### config.mk
export PLATFORM = sky130hd
export DESIGN_NAME = timing_gen_flat
export DESIGN_NICKNAME = d
export VERILOG_FILES = /design/src/rtl/timing_gen_if.sv /design/src/rtl/timing_gen.sv /design/src/flat_wrapper.sv
export SDC_FILE = /design/constraint.sdc
export NUM_CORES = 1
export LEC_CHECK = 0
export CAP_MARGIN = 20
export CORE_ASPECT_RATIO = 0.8
export CORE_UTILIZATION = 30
export DETAILED_ROUTE_END_ITERATION = 16
export PLACE_DENSITY_LB_ADDON = 0.15
export SETUP_SLACK_MARGIN = 0.2
export SKIP_LAST_GASP = 1
export SLEW_MARGIN = 20
export SYNTH_ARGS = -nofsm -noshare
export SYNTH_HDL_FRONTEND = slang
export SYNTH_SLANG_ARGS = --single-unit
### constraint.sdc
create_clock -name clk -period 2.4 [get_ports clk]
set_clock_uncertainty 0.2 [all_clocks]
set_input_delay 0.36 -clock clk [delete_from_list [all_inputs] [get_ports clk]]
set_output_delay 0.36 -clock clk [all_outputs]
set_load 0.01 [all_outputs]
### src/rtl/timing_gen_if.sv
// Raster timing bundle: pixel-advance enable in, counters plus sync/blank/strobe out.
// master = the timing generator, slave = the consumer that supplies ce.
interface timing_gen_if #(
  parameter int HCW = 9,
  parameter int VCW = 8
);
  logic           ce;
  logic [HCW-1:0] hcount;
  logic           hsync;
  logic           hblank_n;
  logic           line_end;
  logic [VCW-1:0] vcount;
  logic           vsync;
  logic           vblank_n;
  logic           frame_end;

  modport master (
    input  ce,
    output hcount, hsync, hblank_n, line_end,
    output vcount, vsync, vblank_n, frame_end
  );

  modport slave (
    output ce,
    input  hcount, hsync, hblank_n, line_end,
    input  vcount, vsync, vblank_n, frame_end
  );
endinterface

### src/rtl/timing_gen.sv
// Raster timing generator with registered sync, blank and end-of-line/frame strobes.
// Define TIMING_GEN_VERT_EN to build the vertical counter; otherwise its outputs are tied off.
module timing_gen #(
  parameter int H_ACTIVE = 200,
  parameter int H_FP     = 10,
  parameter int H_SYNC   = 32,
  parameter int H_BP     = 22,
  parameter int V_ACTIVE = 150,
  parameter int V_FP     = 1,
  parameter int V_SYNC   = 4,
  parameter int V_BP     = 23,
  parameter bit SYNC_POL = 1'b1
) (
  input  logic         clk,
  input  logic         rst,
  timing_gen_if.master tg
);

  localparam int H_TOTAL = H_ACTIVE + H_FP + H_SYNC + H_BP;
  localparam int V_TOTAL = V_ACTIVE + V_FP + V_SYNC + V_BP;
  localparam int HCW     = $clog2(H_TOTAL);
  localparam int VCW     = $clog2(V_TOTAL);

  localparam logic [HCW-1:0] H_LAST       = HCW'(H_TOTAL - 1);
  localparam logic [HCW-1:0] H_ACT_END    = HCW'(H_ACTIVE);
  localparam logic [HCW-1:0] H_SYNC_START = HCW'(H_ACTIVE + H_FP);
  localparam logic [HCW-1:0] H_SYNC_END   = HCW'(H_ACTIVE + H_FP + H_SYNC);

  if (H_ACTIVE < 1 || H_FP < 1 || H_SYNC < 1 || H_BP < 1 ||
      V_ACTIVE < 1 || V_FP < 1 || V_SYNC < 1 || V_BP < 1) begin : g_bad_param
    $error("timing_gen: every interval parameter must be at least 1");
  end

  // Horizontal path. Every output is registered from the next count value, so
  // each flop describes the count that is visible in the same cycle.
  logic [HCW-1:0] hcount_reg, hcount_next;
  logic           hsync_reg, hsync_next;
  logic           hblank_n_reg, hblank_n_next;
  logic           line_end_reg, line_end_next;
  logic           hwrap;

  logic [VCW-1:0] vcount_out;
  logic           vsync_out;
  logic           vblank_n_out;
  logic           vblank_n_next;
  logic           frame_end_out;

  always_comb begin
    hwrap       = tg.ce && (hcount_reg == H_LAST);
    hcount_next = hcount_reg;
    if (tg.ce) begin
      hcount_next = hwrap ? '0 : hcount_reg + 1'b1;
    end
    // Raised only on the advancing edge into the last pixel, so a ce stall
    // on that pixel keeps the strobe one clock wide.
    line_end_next = tg.ce && (hcount_next == H_LAST);
    hsync_next    = (hcount_next >= H_SYNC_START && hcount_next < H_SYNC_END)
                  ? SYNC_POL : ~SYNC_POL;
    hblank_n_next = (hcount_next < H_ACT_END) && vblank_n_next;
  end

  always_ff @(posedge clk) begin
    if (rst) begin
      hcount_reg   <= '0;
      hsync_reg    <= ~SYNC_POL;
      hblank_n_reg <= 1'b1;
      line_end_reg <= 1'b0;
    end else begin
      hcount_reg   <= hcount_next;
      hsync_reg    <= hsync_next;
      hblank_n_reg <= hblank_n_next;
      line_end_reg <= line_end_next;
    end
  end

`ifdef TIMING_GEN_VERT_EN
  localparam logic [VCW-1:0] V_LAST       = VCW'(V_TOTAL - 1);
  localparam logic [VCW-1:0] V_ACT_END    = VCW'(V_ACTIVE);
  localparam logic [VCW-1:0] V_SYNC_START = VCW'(V_ACTIVE + V_FP);
  localparam logic [VCW-1:0] V_SYNC_END   = VCW'(V_ACTIVE + V_FP + V_SYNC);

  logic [VCW-1:0] vcount_reg, vcount_next;
  logic           vsync_reg, vsync_next;
  logic           vblank_n_reg;
  logic           frame_end_reg, frame_end_next;

  // vcount moves on the same edge that wraps hcount, keeping the pair skew-free.
  always_comb begin
    vcount_next = vcount_reg;
    if (hwrap) begin
      vcount_next = (vcount_reg == V_LAST) ? '0 : vcount_reg + 1'b1;
    end
    vblank_n_next  = (vcount_next < V_ACT_END);
    vsync_next     = (vcount_next >= V_SYNC_START && vcount_next < V_SYNC_END)
                   ? SYNC_POL : ~SYNC_POL;
    frame_end_next = line_end_next && (vcount_next == V_LAST);
  end

  always_ff @(posedge clk) begin
    if (rst) begin
      vcount_reg    <= '0;
      vsync_reg     <= ~SYNC_POL;
      vblank_n_reg  <= 1'b1;
      frame_end_reg <= 1'b0;
    end else begin
      vcount_reg    <= vcount_next;
      vsync_reg     <= vsync_next;
      vblank_n_reg  <= vblank_n_next;
      frame_end_reg <= frame_end_next;
    end
  end

  assign vcount_out    = vcount_reg;
  assign vsync_out     = vsync_reg;
  assign vblank_n_out  = vblank_n_reg;
  assign frame_end_out = frame_end_reg;
`else
  assign vblank_n_next = 1'b1;
  assign vcount_out    = '0;
  assign vsync_out     = ~SYNC_POL;
  assign vblank_n_out  = 1'b1;
  assign frame_end_out = 1'b0;
`endif

  assign tg.hcount    = hcount_reg;
  assign tg.hsync     = hsync_reg;
  assign tg.hblank_n  = hblank_n_reg;
  assign tg.line_end  = line_end_reg;
  assign tg.vcount    = vcount_out;
  assign tg.vsync     = vsync_out;
  assign tg.vblank_n  = vblank_n_out;
  assign tg.frame_end = frame_end_out;

endmodule
### src/flat_wrapper.sv
// flat-port wrapper written by rule: the top's interface ports become plain ports
module timing_gen_flat 
#(
  parameter int H_ACTIVE = 200,
  parameter int H_FP     = 10,
  parameter int H_SYNC   = 32,
  parameter int H_BP     = 22,
  parameter int V_ACTIVE = 150,
  parameter int V_FP     = 1,
  parameter int V_SYNC   = 4,
  parameter int V_BP     = 23,
  parameter bit SYNC_POL = 1'b1
)
  (clk, rst, tg_ce, tg_hcount, tg_hsync, tg_hblank_n, tg_line_end, tg_vcount, tg_vsync, tg_vblank_n, tg_frame_end);
  timing_gen_if tg_i ();
  input  logic clk;
  input  logic rst;
  input wire logic [$bits(tg_i.ce)-1:0] tg_ce;
  output wire logic [$bits(tg_i.hcount)-1:0] tg_hcount;
  output wire logic [$bits(tg_i.hsync)-1:0] tg_hsync;
  output wire logic [$bits(tg_i.hblank_n)-1:0] tg_hblank_n;
  output wire logic [$bits(tg_i.line_end)-1:0] tg_line_end;
  output wire logic [$bits(tg_i.vcount)-1:0] tg_vcount;
  output wire logic [$bits(tg_i.vsync)-1:0] tg_vsync;
  output wire logic [$bits(tg_i.vblank_n)-1:0] tg_vblank_n;
  output wire logic [$bits(tg_i.frame_end)-1:0] tg_frame_end;
  assign tg_i.ce = tg_ce;
  assign tg_hcount = tg_i.hcount;
  assign tg_hsync = tg_i.hsync;
  assign tg_hblank_n = tg_i.hblank_n;
  assign tg_line_end = tg_i.line_end;
  assign tg_vcount = tg_i.vcount;
  assign tg_vsync = tg_i.vsync;
  assign tg_vblank_n = tg_i.vblank_n;
  assign tg_frame_end = tg_i.frame_end;
  timing_gen #(.H_ACTIVE(H_ACTIVE), .H_FP(H_FP), .H_SYNC(H_SYNC), .H_BP(H_BP), .V_ACTIVE(V_ACTIVE), .V_FP(V_FP), .V_SYNC(V_SYNC), .V_BP(V_BP), .SYNC_POL(SYNC_POL)) u_core (.clk(clk), .rst(rst), .tg(tg_i));
endmodule
Word level (Yosys, flattened, before mapping)
Index checks and enable logic that the tools add are counted.
{ "word_totals": {"output_inout_bits": 23, "regBits": 12, "memories": 0, "latchBits": 0, "mem_bits_rw": 0, "mem_bits_ro": 0} }
{ "op_classes": {"bitwise": 0, "multipliers": 0, "addsub": 1, "n_shift": 0, "mux": 3, "order_cmp": 3, "eq_ne": 2, "n_div": 0, "n_reduce_logical": 3} }
{ "op_table": {"columns": ["cell", "n"], "rows": [
  ["$eq 9x9->1 const B", 2],
  ["$lt 9x8->1 const B", 2],
  ["$mux 9", 2],
  ["$add 9x1->9 const B", 1],
  ["$ge 9x8->1 const B", 1],
  ["$logic_and 1x1->1", 3],
  ["$mux 1", 1]
]} }

Longest topological paths before layout
{ "logic_depth": {"ltp_word": 7, "ltp_mapped": 7, "mapped_depth_nobuf": 6} }

Least setup slack after synthesis
No wires, ideal clock.
{ "synth_path": {"path_kind": "reg2reg", "from": "reg u_core.hcount_reg[0], in the netlist u_core.tg.hcount[0]", "to": "reg u_core.hsync_reg, in the netlist u_core.tg.hsync", "slack_ps": 531, "t_arrival_ps": 1597, "path_stages_with_launch": 8, "n_path_buf": 1, "period_less_slack_ps": 1869, "cell_sequence": "dfxtp_1 ha_1 and2_2 buf_6 nor4b_1 o21ai_0 a21oi_1 nor3b_2"} }
{ "synth_between": {"elab_chain_cells": 7, "elab_cells_between_ends": 9} }
{ "synth_lines": {"columns": ["element", "line_no", "source"], "rows": [
  ["start: declaration", "timing_gen.sv:36", "logic [HCW-1:0] hcount_reg, hcount_next;"],
  ["start signal: assignment", "timing_gen.sv:69", "hcount_reg <= hcount_next;"],
  ["parallel branches: the longest is 3 deep, another holds $add 9x1->9", null, null],
  ["$mux 9 *", "timing_gen.sv:51", "if (tg.ce) begin"],
  ["$ge 9x8->1 / $lt 9x8->1 (equally long branches)", "timing_gen.sv:57", "hsync_next = (hcount_next >= H_SYNC_START && hcount_next < H_SYNC_END)"],
  ["$logic_and 1x1->1 *", "timing_gen.sv:57", null],
  ["$mux 1 *", "timing_gen.sv:58", "? SYNC_POL : ~SYNC_POL;"],
  ["end signal: assignment", "timing_gen.sv:65", "hsync_reg <= ~SYNC_POL;"],
  ["end signal: assignment", "timing_gen.sv:70", "hsync_reg <= hsync_next;"],
  ["end: declaration", "timing_gen.sv:37", "logic hsync_reg, hsync_next;"]
]} }
Every way passes the cells marked *.
A chain may end at the register's enable or synchronous reset.

Worst setup path after layout
Same ends and word-level chain as after synthesis.

==> metrics.md <==
| Metric | Value |
|---|---|
| Outcome | `finished clean` |
| Crit path kind | `register to register` |
| Unrepaired setup endpoints after global routing | `false` |
| Die Wd | `60.0 um` |
| Area growth syn-to-layout | `17.3%` |
| Placer Congestion | `0.795` |
| Commonest cells in the netlist | `dfxtp_1 (12), buf_4 (11), nor2_1 (10)` |
| Final wirelength | `1.73 mm` |
| Placed cell count | `141` |
| Fin cells | `146` |
| Die height | `48.4 um` |
| ANT cells | `0` |
| Hold depth | `3` |
| Number of synthesized flops with an enable pin | `0` |
| Power density over the cells | `433 nW/um^2` |
| Yosys reg bits | `12` |
| Number of global-route vias before repair | `582` |
| Synth warn | `0` |
| Mapped cell area | `808 um^2` |
| Crit. Startpoint | `u_core.tg.hcount[0]` |
| Syn_area_per_cell | `8.08 um^2` |
| Synth Instances | `100` |
| Top_reg_cell synth | `dfxtp_1` |
| H-tree depth | `1` |
| First-pass iteration count of the detailed router | `4` |
| Fin crit period | `2.02 ns` |
| Kind of end point of the critical path | `register` |
| Req. time, crit path | `2.36 ns` |
| CTS Buffer Depth | `2` |
| Via count | `685` |
| Min-Delay Endpoint | `u_core.tg.hcount[8]` |
| Max reg flops | `9` |
| Min-delay worst type | `register to register` |
| I/O pins | `26` |
| Synth unique cells | `39` |
| Cts bufs inserted | `3` |
| Slew Viols, Final | `0` |
| Total global routing overflow | `0` |
| Fin. Hold Viols | `0` |
| Clock latency at the later pin of the worst-skew pair | `0.28 ns` |
| Residual DRC | `0` |
| Cell taking the most area after synthesis | `dfxtp_1` |
| Leak | `0.346 nW` |
| Peak VDD IR | `0.258 mV` |
| CORE AREA | `2500 um^2` |
| Fraction of layout cells with a size suffix above 1 | `11.8%` |
| Synth top area cells | `dfxtp_1 (30%), buf_4 (10%), nand3_1 (5.0%), nor2_1 (4.6%), xor2_1 (4.3%)` |
| Period utilization | `84.3%` |
| FF-to-FF Start | `u_core.tg.hcount[0]` |
| Ys async rst share | `0%` |
| TNS Setup | `0 ns` |
| Max Cap Viol | `0` |
| Fillers | `271` |
| Starting density of the core | `32.3%` |
| Area share of the largest cell type after synthesis | `29.7%` |
| First-pass GRT wire length | `2.81 mm` |
| HPWL after DPL | `1.21 mm` |
| FF-to-FF path depth | `7` |
| Iter 0 DRT Violations | `18` |
| Vias per cell | `4.69` |
| CP arrival | `1.99 ns` |
| CTS root buf | `clkbuf_4` |
| End of the worst register-to-register path | `u_core.tg.hsync` |
| Port bufs | `14` |
| Die Area | `2910 um^2` |
| Worst Hold Launch | `u_core.tg.hcount[8]` |
| Sequential area share after synthesis | `29.7%` |
| Most numerous cell in the Yosys netlist | `dfxtp_1` |
| Wire per inst | `11.9 um` |
| CTS Sinks | `12` |
| Initial antenna violation count | `0` |
| F_max | `494 MHz` |
| Final setup viols | `0` |
| Nets | `115` |
| Largest net degree at the start of global routing | `12` |
| Min Hold Slack | `0.403 ns` |
| Reg clk slew, reported paths | `0.08 ns` |
| Routed Antenna Nets | `0` |
| Total track usage | `13.0%` |
| Rows | `16` |
| TritonCTS clock tree | `yes` |
| Worst Path Max Fanout | `7` |
| CP Launch Type | `register` |
| R2r setup slk | `0.38 ns` |
[where the power goes]
group | internal (W) | total [W] | switching, W
Clock | 0.0000923 | 0.000165 | 0.0000726
Combinational | 0.0000158 | 0.0000395 | 0.0000237
Sequential | 0.000201 | 0.000206 | 0.00000436
[kinds of logic (layout without fill, tap and decap cells)]
kind of cell	after synthesis	in the layout	share of synthesized area, %
AND/OR/NAND/NOR	42	42	29.9
adder cells (fa/ha/maj)	1	1	1.55
flip-flops	12	12	29.7
XOR/XNOR	5	5	5.42
AO/OA/AOI/OAI	17	17	14.6
buffers and inverters	21	22	18.0
other	2	11	0.929
[area by class of cell]
class | count | area, um^2 | area share [%]
multi-input combinational | 76 | 464 | 48.9
sequential | 12 | 240 | 25.3
timing repair buffer | 16 | 155 | 16.4
tap | 36 | 45.0 | 4.75
clock buffer | 4 | 36.3 | 3.83
inverter | 2 | 7.51 | 0.792
[how the worst max path moves through the flow]
stage,end,cells after the start
3_5_place_dp,u_core.tg.hsync,6
5_1_grt,u_core.tg.line_end,6
4_1_cts,u_core.tg.hsync,6
6_report,u_core.tg.hsync,7
3_3_place_gp,u_core.tg.line_end,5
2_1_floorplan,u_core.tg.hsync,7
[critical path, cell delays in order (launching register included)]
cell and delay, ns:
dfxtp_1 0.45, ha_2 0.27, nand4_1 0.23, buf_4 0.23
and2_1 0.17, o32ai_2 0.14, xnor2_1 0.16, nor3b_2 0.06
[routing by layer]
metal | GRT usage (%) | wire, um | vias up
li1 | - | - | 348
met1 | 19.2 | 882 | 306
met2 | 17.4 | 735 | 31
met3 | 6.42 | 115 | 0
met4 | 1.16 | 0 | 0
met5 | 0 | 0 | -
[metrics by stage]
| stage | instance area, um^2 | util, % | total power [W] | setup WS [ns] |
|---|---|---|---|---|
| after floorplan | 842 | - | 0.000250 | 0.531 |
| after global placement | 897 | 35.9 | 0.000249 | 0.114 |
| after detailed placement | 897 | 35.9 | 0.000249 | 0.0936 |
| after CTS | 933 | 37.3 | 0.000416 | 0.310 |
| after global routing | 948 | 37.9 | 0.000433 | 0.229 |
| final | 948 | 37.9 | 0.000410 | 0.377 |
[placed cells by master, fill, tap and decap left out, types with 2 or more instances in the layout]
cell / synthesis / final
nand4_1: 2 / 2
nor2b_1: 2 / 2
nor3b_2: 2 / 2
nor3_1: 4 / 4
nand2_1: 3 / 3
inv_1: 2 / 2
a21oi_1: 5 / 5
o21ai_0: 3 / 3
clkbuf_4: 0 / 3
conb_1: 2 / 11
nor4b_1: 2 / 2
buf_4: 11 / 2
nand3_1: 8 / 8
or3_1: 2 / 2
dfxtp_1: 12 / 12
nor2_1: 10 / 10
xor2_1: 4 / 4
clkdlybuf4s50_1: 0 / 14
[timing repair]
action / 4_1_cts / 5_1_grt
hold buffers: 0 / 0
setup buffers: 0 / 1
gates resized for setup: 0 / 2
endpoints found under the setup margin: 0 / 3
(Power assumes the default switching activity.)
